### src/rtl/fb_pkg.sv
// Shared framebuffer definitions: arbiter slot encoding and framebuffer geometry.
package fb_pkg;

    typedef enum logic [1:0] {
        SLOT_IDLE = 2'd0,
        SLOT_RD   = 2'd1,
        SLOT_WR   = 2'd2
    } slot_e;

    localparam int FB_ADDR_W = 17;
    localparam int FB_DATA_W = 2;
    localparam int FB_WIDTH  = 320;
    localparam int FB_HEIGHT = 240;
    localparam int FB_WORDS  = FB_WIDTH * FB_HEIGHT;

    // Pointer index width for a power-of-two FIFO depth (wrap bit added by the user).
    function automatic int fifo_idx_w(input int depth);
        return (depth <= 2) ? 1 : $clog2(depth);
    endfunction

endpackage

### src/rtl/fb_wr_fifo.sv
// Synchronous write FIFO with wrap-bit pointers and registered full/empty flags.
module fb_wr_fifo
    import fb_pkg::*;
#(
    parameter int W     = FB_ADDR_W + FB_DATA_W,
    parameter int DEPTH = 4
) (
    input  logic         clk,
    input  logic         rst_n,
    input  logic         push,
    input  logic [W-1:0] push_data,
    input  logic         pop,
    output logic [W-1:0] head_data,
    output logic         full,
    output logic         empty
);

    localparam int AW = fifo_idx_w(DEPTH);

    logic [W-1:0] mem_q [DEPTH];
    logic [AW:0]  wptr_q, wptr_d;
    logic [AW:0]  rptr_q, rptr_d;
    logic         full_q, full_d;
    logic         empty_q, empty_d;
    logic         push_ok, pop_ok;

    assign push_ok = push && !full_q;
    assign pop_ok  = pop && !empty_q;

    // Flags are computed from the next-state pointers so they are exact the cycle after the update.
    always_comb begin
        wptr_d  = wptr_q + {{AW{1'b0}}, push_ok};
        rptr_d  = rptr_q + {{AW{1'b0}}, pop_ok};
        full_d  = (wptr_d[AW] != rptr_d[AW]) && (wptr_d[AW-1:0] == rptr_d[AW-1:0]);
        empty_d = (wptr_d == rptr_d);
    end

    always_ff @(posedge clk or negedge rst_n) begin
        if (!rst_n) begin
            wptr_q  <= '0;
            rptr_q  <= '0;
            full_q  <= 1'b0;
            empty_q <= 1'b1;
        end else begin
            wptr_q  <= wptr_d;
            rptr_q  <= rptr_d;
            full_q  <= full_d;
            empty_q <= empty_d;
        end
    end

    always_ff @(posedge clk) begin
        if (push_ok) begin
            mem_q[wptr_q[AW-1:0]] <= push_data;
        end
    end

    assign head_data = mem_q[rptr_q[AW-1:0]];
    assign full      = full_q;
    assign empty     = empty_q;

endmodule

### src/rtl/framebuffer_arbiter.sv
// Single-port framebuffer arbiter: scan-out reads always win, buffered writes retire in free slots.
// Optional writer stall counter (wr_stall_cnt) is built when FB_ARB_STATS_EN is defined.
module framebuffer_arbiter
    import fb_pkg::*;
#(
    parameter int ADDR_W     = FB_ADDR_W,
    parameter int DATA_W     = FB_DATA_W,
    parameter int WBUF_DEPTH = 4
) (
    input  logic              vga_clk_25,
    input  logic              reset_n,
    input  logic              rd_en,
    input  logic [ADDR_W-1:0] rd_addr,
    output logic [DATA_W-1:0] rd_data,
    input  logic              wr_valid,
    input  logic [ADDR_W-1:0] wr_addr,
    input  logic [DATA_W-1:0] wr_data,
    output logic              wr_ready,
    output logic [ADDR_W-1:0] mem_addr,
    output logic              mem_we,
    output logic [DATA_W-1:0] mem_wdata,
    input  logic [DATA_W-1:0] mem_rdata
`ifdef FB_ARB_STATS_EN
    ,
    output logic [15:0]       wr_stall_cnt
`endif
);

    localparam int EW = ADDR_W + DATA_W;

    logic [EW-1:0]     head;
    logic              fifo_full, fifo_empty;
    logic              pop;

    slot_e             slot_q, slot_d;
    logic [ADDR_W-1:0] mem_addr_q, mem_addr_d;
    logic [DATA_W-1:0] mem_wdata_q, mem_wdata_d;
    logic [1:0]        rd_pending_q, rd_pending_d;
    logic [DATA_W-1:0] rd_data_q, rd_data_d;

    fb_wr_fifo #(
        .W     (EW),
        .DEPTH (WBUF_DEPTH)
    ) u_wr_fifo (
        .clk       (vga_clk_25),
        .rst_n     (reset_n),
        .push      (wr_valid),
        .push_data ({wr_addr, wr_data}),
        .pop       (pop),
        .head_data (head),
        .full      (fifo_full),
        .empty     (fifo_empty)
    );

    // Slot choice uses the registered empty flag, so a fresh push waits one cycle before retiring.
    always_comb begin
        slot_d      = SLOT_IDLE;
        mem_addr_d  = mem_addr_q;
        mem_wdata_d = mem_wdata_q;
        pop         = 1'b0;
        if (rd_en) begin
            slot_d     = SLOT_RD;
            mem_addr_d = rd_addr;
        end else if (!fifo_empty) begin
            slot_d      = SLOT_WR;
            pop         = 1'b1;
            mem_addr_d  = head[EW-1:DATA_W];
            mem_wdata_d = head[DATA_W-1:0];
        end
        rd_pending_d = {rd_pending_q[0], rd_en};
        rd_data_d    = rd_pending_q[1] ? mem_rdata : '0;
    end

    always_ff @(posedge vga_clk_25 or negedge reset_n) begin
        if (!reset_n) begin
            slot_q       <= SLOT_IDLE;
            mem_addr_q   <= '0;
            mem_wdata_q  <= '0;
            rd_pending_q <= '0;
            rd_data_q    <= '0;
        end else begin
            slot_q       <= slot_d;
            mem_addr_q   <= mem_addr_d;
            mem_wdata_q  <= mem_wdata_d;
            rd_pending_q <= rd_pending_d;
            rd_data_q    <= rd_data_d;
        end
    end

    assign mem_we    = (slot_q == SLOT_WR);
    assign mem_addr  = mem_addr_q;
    assign mem_wdata = mem_wdata_q;
    assign rd_data   = rd_data_q;
    assign wr_ready  = !fifo_full;

`ifdef FB_ARB_STATS_EN
    logic [15:0] stall_cnt_q, stall_cnt_d;

    always_comb begin
        stall_cnt_d = stall_cnt_q;
        if (wr_valid && !wr_ready && (stall_cnt_q != 16'hFFFF)) begin
            stall_cnt_d = stall_cnt_q + 16'd1;
        end
    end

    always_ff @(posedge vga_clk_25 or negedge reset_n) begin
        if (!reset_n) begin
            stall_cnt_q <= '0;
        end else begin
            stall_cnt_q <= stall_cnt_d;
        end
    end

    assign wr_stall_cnt = stall_cnt_q;
`else
    // Stall statistics are not built in this configuration.
`endif

endmodule

### config.mk
export PLATFORM = sky130hd
export DESIGN_NAME = framebuffer_arbiter
export DESIGN_NICKNAME = d
export VERILOG_FILES = /design/src/rtl/fb_pkg.sv /design/src/rtl/fb_wr_fifo.sv /design/src/rtl/framebuffer_arbiter.sv
export SDC_FILE = /design/constraint.sdc
export NUM_CORES = 1
export LEC_CHECK = 0
export CAP_MARGIN = 15
export CORE_MARGIN = 1
export CORE_UTILIZATION = 46
export DETAILED_ROUTE_END_ITERATION = 6
export PLACE_DENSITY_LB_ADDON = 0.08
export SYNTH_ARGS = -nofsm -noshare
export SYNTH_HDL_FRONTEND = slang
export SYNTH_SLANG_ARGS = --single-unit
### constraint.sdc
create_clock -name vga_clk_25 -period 2.8 [get_ports vga_clk_25]
set_input_delay 0.56 -clock vga_clk_25 [delete_from_list [all_inputs] [get_ports vga_clk_25]]
set_output_delay 0.56 -clock vga_clk_25 [all_outputs]
set_load 0.01 [all_outputs]
==> flow_metrics.env, run 1 <==
export IMPL_status="finished clean"
export IMPL_critPathCaptureType="primary output"
export IMPL_reg2reg_slack_ns=1.06
export IMPL_fin_skew_ns=0.00954
export IMPL_vdd_drop_max_v=0.000383
export IMPL_clock_latency_ns=0.36
export IMPL_cp_arrival_ns=1.44
export IMPL_drt_iter0_markers=47
export IMPL_cts_made_buffers=9
export IMPL_antenna_found_initial=0
export IMPL_slowest_stage="clkdlybuf4s50_1"
export IMPL_synth_top_area_frac=0.560
export IMPL_clock_sinks=108
export IMPL_synth_seq_cells=108
export IMPL_wl_um=7190
export IMPL_grt_max_degree=33
export IMPL_synth_flop_cell="edfxtp_1"
export IMPL_nets=337
export IMPL_diodes=0
export IMPL_grt_pass1_wl_um=11100
export IMPL_path_clk_slew_ns=0.10
export IMPL_cp_max_fo=2
export IMPL_synth_edf_count=76
export IMPL_syn_cell_area_um2=4070
export IMPL_drive_gt1_frac=0.145
export IMPL_yosysSeqAreaShare=0.757
export IMPL_grt_overflow_total=0
export IMPL_worstMarginPinSlew_ns=0.859
export IMPL_fmax_mhz=500
export IMPL_yosys_top_cells_count="edfxtp_1, nand2_1, dfrtp_1"
export IMPL_worstSetupPathType="flip-flop to primary output"
export IMPL_core_area_um2=8380
export IMPL_crit_chain="nor2b_1, clkdlybuf4s50_1"
export IMPL_hold_buffers=0
export IMPL_cts_tree="done"
export IMPL_n_fill_cell=639
export IMPL_slew_limit_headroom=0.427
export IMPL_viasPerCell=5.24
export IMPL_cts_resized=0
export IMPL_synthTopCellsByArea="edfxtp_1, dfrtp_1, mux4_2"
export IMPL_num_vias=2100
export IMPL_port_buffers=64
export IMPL_postCtsSetupRepairBufs=0
export IMPL_hold_slack_ns=0.290
export IMPL_grt_pass1_vias=2137
export IMPL_timing_final_crit_period_ns=2.00
export IMPL_hpwl_um=4640
export IMPL_rsz0062_at_grt="false"
export IMPL_worstRegToRegCells=4
export IMPL_critPathMaxStageDelay_ns=0.55
export IMPL_timing_rr_end="mem_addr[13]"
export IMPL_combPwrFrac=0.289
export IMPL_setup_viol=0
export IMPL_clk_path_buf_depth=2
export IMPL_synth_largest_area_cell="edfxtp_1"
export IMPL_crit_path_start_kind="flip-flop"
export IMPL_synthMostInstantiatedCell="edfxtp_1"
export IMPL_firstDrtPassIters=4
export IMPL_p_seq_frac=0.518
export IMPL_area_growth_pct=23.6
export IMPL_critPathBufInv=1
export IMPL_p_sw_uw=1260
export IMPL_post_route_drc_count=0
export IMPL_fp_dieW_um=96.1
export IMPL_synthDistinctLibCells=24
export IMPL_synth_cells=216
export IMPL_total_power_uw=4440
export IMPL_crit_family="buffers and inverters"
export IMPL_async_reset_ff_frac=0.296
export IMPL_cts_root_buf="clkbuf_8"
export IMPL_min_path_type="input pin to asynchronous set/reset pin"
export IMPL_finalHoldViolCount=0
export IMPL_gp_congestion=0.708
export IMPL_rows=33
export IMPL_p_per_area_nw_per_um2=883
export IMPL_grt_util_all_layers=0.173
export IMPL_h_tree_depth=3
export IMPL_die_area_um2=9230
export IMPL_p_clk_frac=0.192
export IMPL_ys_warn_count=0
export IMPL_die_h_um=96.1
export IMPL_maxCapViolCount=0
export IMPL_p_leak_uw=0.00186
export IMPL_crit_required_ns=2.24
export IMPL_r2r_start="u_wr_fifo.empty"
export IMPL_antenna_left=0
export IMPL_syn_area_per_cell_um2=18.9
export IMPL_syn_num_nets=262
export IMPL_initial_core_util=0.486
export IMPL_tns_ns=0
export IMPL_slew_viol_final=0
export IMPL_fin_crit_sh=0.714
export IMPL_wire_per_inst_um=17.9
export IMPL_p_int_uw=3180
export IMPL_p_sw_frac=0.284
export IMPL_ioPinCount=65
==> kinds of logic after synthesis <==
logic type,Yosys count,share of synthesized area
xor gates and xnor gates,5,0.0108
muxes,21,0.118
DFF,108,0.757
buffers and inverters,12,0.0187
AOI/OAI and AO/OA,17,0.0313
and+or+nand+nor,49,0.0516
adders and majority gates,4,0.0123
==> placed cells by master, fill, tap and decap left out, drive strengths merged <==
cell	synthesis	final
inv	2	3
and3	1	1
xnor2	4	4
ha	4	4
and2	2	2
buf	9	10
edfxtp	76	76
xor2	1	1
clkbuf	1	12
nor2b	4	4
a22oi	17	17
dfrtp	31	31
clkinvlp	0	2
and3b	1	1
nor3b	1	1
nor2	4	4
clkinv	0	2
nand2	36	36
mux2	2	2
dfstp	1	1
mux4	19	19
clkdlybuf4s50	0	63
==> how the worst max path moves through the flow <==
stage / from / endpoint / slack, ns / cells past startpoint
floorplan: wr_valid / u_wr_fifo.mem_q[0][0] / 0.10 / 2
global placement: rd_en / mem_addr[11] / 0.50 / 5
detailed placement: rd_en / mem_addr[14] / 0.43 / 5
CTS: rd_pending_q[0] / mem_we / 0.78 / 2
global route: rd_en / mem_addr[10] / 0.64 / 5
finish: rd_pending_q[0] / mem_we / 0.80 / 2
==> power groups by stage <==
stage                     clock, uW  sequential (uW)  combinational (uW)
after global placement            0             2340                1300
after floorplan                   0             2300                 839
after global routing            931             2350                1430
final                           853             2300                1290
after detailed placement          0             2350                1310
after CTS                       880             2310                1310
==> area by class of cell <==
type	instances	area, um2	share of cell area
multi-input cells	96	922	0.183
repair buffers	74	711	0.141
clock inverters	5	36.3	0.00721
well taps	105	131	0.0261
flip-flops and latches	108	3080	0.613
clock buffers	11	141	0.0281
inverters	2	7.51	0.00149
==> per-layer routing <==
metal / share of wire / wire length [um] / vias to the layer above / global-route usage
met5: 0 / 0 / - / 0
met4: 0.020 / 143 / 0 / 0.0784
met3: 0.034 / 243 / 11 / 0.0308
met2: 0.50 / 3570 / 43 / 0.282
met1: 0.45 / 3230 / 1067 / 0.228
li1: - / - / 979 / -
==> flip-flops by register name, summed over array words and instances (netlist names) <==
| name | flops |
|---|---|
| mem_wdata | 2 |
| u_wr_fifo.rptr_q | 3 |
| u_wr_fifo.full | 1 |
| rd_data | 2 |
| slot_q | 1 |
| u_wr_fifo.wptr_q | 3 |
| rd_pending_q | 2 |
| u_wr_fifo.empty | 1 |
| mem_addr | 17 |
| u_wr_fifo.mem_q | 76 |
==> per-stage QoR <==
| step | cells | setup slack [ns] | utilization | area (um2) |
|---|---|---|---|---|
| detailed placement | 385 | 0.425 | 0.579 | 4860 |
| finish | 401 | 0.801 | 0.601 | 5030 |
| floorplan | 216 | 0.104 | - | 4070 |
| global route | 401 | 0.641 | 0.601 | 5030 |
| CTS | 401 | 0.777 | 0.601 | 5030 |
| global placement | 385 | 0.497 | 0.579 | 4860 |
Note: power is estimated with default switching activity, not from simulation.
==> run 2: changes to the inputs <==
==> constraint.sdc (replaced) <==
create_clock -name vga_clk_25 -period 1.9 [get_ports vga_clk_25]
set_input_delay 0.38 -clock vga_clk_25 [delete_from_list [all_inputs] [get_ports vga_clk_25]]
set_output_delay 0.38 -clock vga_clk_25 [all_outputs]
set_load 0.01 [all_outputs]
==> run 2 against run 1 <==
Effect of this change: worst hold slack worse by 0.20 ns; final area is 1.5% higher; setup slack worse by 0.69 ns; clock power is 44% higher; sequential power is 45% higher; cell count is 0.75% higher; largest power group unchanged.
==> flow_metrics.env, run 2 (synthesis results as in run 1) <==
export IMPL_postCtsSetupRepairBufs=0
export IMPL_n_fill_cell=645
export IMPL_rsz0062_at_grt="false"
export IMPL_largest_register_ffs=76
export IMPL_place_ws_ns=-0.0904
export IMPL_maxCapViolCount=0
export IMPL_rows=33
export IMPL_wire_per_inst_um=17.6
export IMPL_area_growth_pct=25.5
export IMPL_dpl_cell_area_um2=4930
export IMPL_clock_sinks=108
export IMPL_grt_pass1_vias=2166
export IMPL_reg2reg_slack_ns=0.31
export IMPL_fin_skew_ns=0.00491
export IMPL_cts_tree="done"
export IMPL_viasPerCell=5.25
export IMPL_firstDrtPassIters=4
export IMPL_total_power_uw=6640
export IMPL_r2r_start="u_wr_fifo.empty"
export IMPL_fin_area_um2=5110
export IMPL_worstMarginPinSlew_ns=0.779
export IMPL_finalHoldViolCount=0
export IMPL_timing_final_crit_period_ns=1.78
export IMPL_cts_made_buffers=9
export IMPL_worstRegToRegCells=6
export IMPL_cp_startpoint="rd_pending_q[0]"
export IMPL_seqCellArea_um2=3080
export IMPL_grt_util_all_layers=0.175
export IMPL_crit_path_start_kind="flip-flop"
export IMPL_crit_required_ns=1.52
export IMPL_clk_path_buf_depth=2
export IMPL_fp_dieW_um=96.1
export IMPL_grt_pass1_wl_um=11300
export IMPL_worstSetupPathType="flip-flop to primary output"
export IMPL_antenna_found_initial=0
export IMPL_initial_core_util=0.486
export IMPL_layout_common_cells="edfxtp_1, clkdlybuf4s50_1, nand2_1, dfrtp_1, a22oi_1"
export IMPL_path_clk_slew_ns=0.09
export IMPL_nets=340
export IMPL_grt_max_degree=33
export IMPL_antenna_left=0
export IMPL_hold_slack_ns=0.0926
export IMPL_cts_resized=0
export IMPL_cts_root_buf="clkbuf_8"
export IMPL_die_h_um=96.1
export IMPL_diodes=0
export IMPL_vdd_drop_max_v=0.000665
export IMPL_setup_viol=0
export IMPL_p_leak_uw=0.00189
export IMPL_multi_input_area_um2=928
export IMPL_die_area_um2=9230
export IMPL_grt_overflow_total=0
export IMPL_clock_latency_ns=0.35
export IMPL_core_area_um2=8380
export IMPL_slew_limit_headroom=0.481
export IMPL_status="finished clean"
export IMPL_layout_setup_ws_ns=0.115
export IMPL_fmax_mhz=560
export IMPL_hpwl_um=4580
export IMPL_cp_arrival_ns=1.40
export IMPL_num_vias=2120
export IMPL_hold_buffers=0
export IMPL_ioPinCount=65
export IMPL_drt_iter0_markers=70
export IMPL_place_inst=388
export IMPL_h_tree_depth=3
export IMPL_cp_max_fo=2
export IMPL_wl_um=7110
export IMPL_final_cells=404
export IMPL_min_path_type="input pin to asynchronous set/reset pin"
export IMPL_post_route_drc_count=0
export IMPL_p_per_area_nw_per_um2=1300
export IMPL_slew_viol_final=0
export IMPL_gp_congestion=0.720
export IMPL_drive_gt1_frac=0.157
export IMPL_port_buffers=64
export IMPL_final_common_cell="edfxtp_1"
export IMPL_critPathCaptureType="primary output"
export IMPL_fin_crit_sh=0.939
export IMPL_timing_rr_end="u_wr_fifo.full"
-- run 2: cell types whose count changed in the layout (fill, tap and decap cells not counted), sizes merged --
cell	before	now
buf	10	14
clkbuf	12	9
clkinv	2	4
clkinvlp	2	1
inv	3	4
-- run 2: report_power, final --
| part | internal, uW | switching, uW | leakage [uW] |
|---|---|---|---|
| combinational | 1160 | 923 | 0.000725 |
| sequential | 3100 | 236 | 0.00108 |
| clock | 484 | 743 | 0.0000876 |
| total | 4740 | 1900 | 0.00189 |
-- run 2: how the worst max path moves through the flow --
stage	endpoint	slack, ns	cells after the start
2_1_floorplan	u_wr_fifo.mem_q[2][0]	0.02	3
3_3_place_gp	u_wr_fifo.full	-0.09	8
5_1_grt	mem_we	0.05	2
3_5_place_dp	u_wr_fifo.full	-0.09	8
6_report	mem_we	0.12	2
4_1_cts	mem_we	0.08	2
-- run 2: routing by layer --
layer | GRT usage | wire, um
met1 | 0.213 | 2930
met2 | 0.305 | 3800
met3 | 0.0498 | 348
met4 | 0.0448 | 42
met5 | 0 | 0
-- run 2: critical path, stage by stage, from the launching register on --
cell	delay (ns)
dfrtp_1	0.39
nor2b_1	0.12
clkdlybuf4s50_1	0.54
-- run 2: area by class of cell --
cell class              count  area share
well taps                 105      0.0257
multi-input cells          96       0.182
clock inverters             7      0.0100
flip-flops and latches    108       0.604
repair buffers             77       0.153
inverters                   2     0.00147
clock buffers               9      0.0242
-- run 2: per-stage QoR --
step                utilization  TNS (ns)
floorplan                     -         0
global placement          0.589   -0.0888
detailed placement        0.589    -0.108
CTS                       0.610         0
global route              0.610         0
finish                    0.610         0
==> run 3: changes to the inputs <==
--- a/config.mk
+++ b/config.mk
@@ -9,6 +9,7 @@
 export CORE_MARGIN = 1
 export CORE_UTILIZATION = 46
 export DETAILED_ROUTE_END_ITERATION = 6
+export GPL_ROUTABILITY_DRIVEN = 0
 export PLACE_DENSITY_LB_ADDON = 0.08
 export SYNTH_ARGS = -nofsm -noshare
 export SYNTH_HDL_FRONTEND = slang
==> constraint.sdc (replaced) <==
create_clock -name vga_clk_25 -period 2.25 [get_ports vga_clk_25]
set_input_delay 0.45 -clock vga_clk_25 [delete_from_list [all_inputs] [get_ports vga_clk_25]]
set_output_delay 0.45 -clock vga_clk_25 [all_outputs]
set_load 0.01 [all_outputs]
==> run 3 against run 2 <==
Effect of this change: via count shrank 0.24%; worst hold slack improved by 0.068 ns; clock power down 7%; register-to-register slack gained 0.11 ns; die area unchanged; utilization is 0.57 points higher; sequential share of layout area fell by 0.56 points; clock skew increased by 0.0044 ns; setup slack gained 0.28 ns; critical endpoint unchanged.
==> flow_metrics.env, run 3 (synthesis results as in run 1) <==
export IMPL_cp_arrival_ns=1.40
export IMPL_antenna_found_initial=0
export IMPL_vdd_drop_max_v=0.000466
export IMPL_hpwl_um=4510
export IMPL_final_common_cell="edfxtp_1"
export IMPL_nets=340
export IMPL_fin_skew_ns=0.00930
export IMPL_r2r_start="u_wr_fifo.rptr_q[0]"
export IMPL_finalHoldViolCount=0
export IMPL_cts_tree="done"
export IMPL_clock_latency_ns=0.36
export IMPL_port_buffers=64
export IMPL_fin_crit_sh=0.824
export IMPL_min_path_type="input pin to asynchronous set/reset pin"
export IMPL_rows=33
export IMPL_tns_ns=0
export IMPL_drt_iter0_markers=75
export IMPL_worstMarginPinSlew_ns=0.855
export IMPL_rsz0062_at_grt="false"
export IMPL_grt_pass1_vias=2172
export IMPL_layout_common_cells="edfxtp_1, clkdlybuf4s50_1, nand2_1, dfrtp_1, a22oi_1"
export IMPL_antenna_left=0
export IMPL_ioPinCount=65
export IMPL_wire_per_inst_um=17.7
export IMPL_timing_final_crit_period_ns=1.85
export IMPL_diodes=0
export IMPL_setup_viol=0
export IMPL_cts_made_buffers=9
export IMPL_crit_required_ns=1.80
export IMPL_grt_max_degree=33
export IMPL_initial_core_util=0.486
export IMPL_maxCapViolCount=0
export IMPL_worstRegToRegCells=5
export IMPL_drive_gt1_frac=0.157
export IMPL_n_fill_cell=607
export IMPL_endpoint="mem_we"
export IMPL_cts_resized=0
export IMPL_p_per_area_nw_per_um2=1110
export IMPL_largest_register_ffs=76
export IMPL_core_area_um2=8380
export IMPL_final_cells=404
export IMPL_cp_max_fo=2
export IMPL_firstDrtPassIters=4
export IMPL_p_leak_uw=0.00191
export IMPL_fp_dieW_um=96.1
export IMPL_critPathCaptureType="primary output"
export IMPL_cp_startpoint="rd_pending_q[0]"
export IMPL_slew_limit_headroom=0.429
export IMPL_fmax_mhz=539
export IMPL_grt_overflow_total=0
export IMPL_multi_input_area_um2=928
export IMPL_wl_um=7130
export IMPL_place_inst=388
export IMPL_post_route_drc_count=0
export IMPL_timing_rr_end="u_wr_fifo.full"
export IMPL_seqCellArea_um2=3080
export IMPL_cts_root_buf="clkbuf_8"
export IMPL_area_growth_pct=26.6
export IMPL_die_area_um2=9230
export IMPL_num_vias=2115
export IMPL_die_h_um=96.1
export IMPL_path_clk_slew_ns=0.10
export IMPL_postCtsSetupRepairBufs=0
export IMPL_hold_buffers=0
export IMPL_total_power_uw=5750
export IMPL_grt_util_all_layers=0.175
export IMPL_clock_sinks=108
export IMPL_viasPerCell=5.24
export IMPL_clk_path_buf_depth=2
export IMPL_grt_pass1_wl_um=11200
export IMPL_reg2reg_slack_ns=0.42
export IMPL_slew_viol_final=0
export IMPL_crit_path_start_kind="flip-flop"
export IMPL_h_tree_depth=3
export IMPL_worstSetupPathType="flip-flop to primary output"
export IMPL_status="finished clean"
-- run 3: changes by cell type in the layout (fill, tap and decap cells not counted) --
cell / change
clkinvlp_4: -1
buf_12: +2
bufinv_16: +1
buf_4: -2
-- run 3: layout make-up --
type | instances | area share
Clock buffer | 9 | 0.0240
Clock inverter | 7 | 0.0143
Inverter | 2 | 0.00146
Multi-Input combinational cell | 96 | 0.180
Sequential cell | 108 | 0.598
Tap cell | 105 | 0.0255
Timing Repair Buffer | 77 | 0.157
-- run 3: per-layer routing --
layer	track usage	vias up	wire length (um)
li1	-	985	-
met4	0.0473	0	70
met3	0.0498	6	283
met5	0	-	0
met1	0.233	1079	3250
met2	0.283	45	3530
-- run 3: metrics by stage --
stage / setup WS, ns / utilization / hold slack [ns] / area (um2)
floorplan: 0.299 / - / 0.154 / 4080
finish: 0.395 / 0.615 / 0.161 / 5160
global placement: 0.164 / 0.592 / 0.358 / 4960
CTS: 0.367 / 0.615 / 0.163 / 5160
detailed placement: 0.107 / 0.592 / 0.367 / 4960
global route: 0.271 / 0.615 / 0.183 / 5160
-- run 3: how the worst min path moves through the flow --
stage / from / endpoint / slack (ns) / cells after the start
4_1_cts: reset_n / mem_addr[9] / 0.16 / 1
6_report: reset_n / mem_addr[9] / 0.16 / 1
2_1_floorplan: reset_n / mem_addr[0] / 0.15 / 0
3_3_place_gp: rd_pending_q[0] / rd_pending_q[1] / 0.36 / 0
3_5_place_dp: rd_pending_q[0] / rd_pending_q[1] / 0.37 / 0
5_1_grt: reset_n / mem_addr[9] / 0.18 / 1
-- run 3: worst max-delay path, stage by stage, from the launching register on --
cell and delay, ns:
dfrtp_1 0.39, nor2b_1 0.11, clkdlybuf4s50_1 0.54
-- run 3: power breakdown --
group / switching, uW / internal (uW) / leakage (uW)
clock network: 632 / 521 / 0.000102
registers: 239 / 2620 / 0.00108
logic: 739 / 1000 / 0.000730
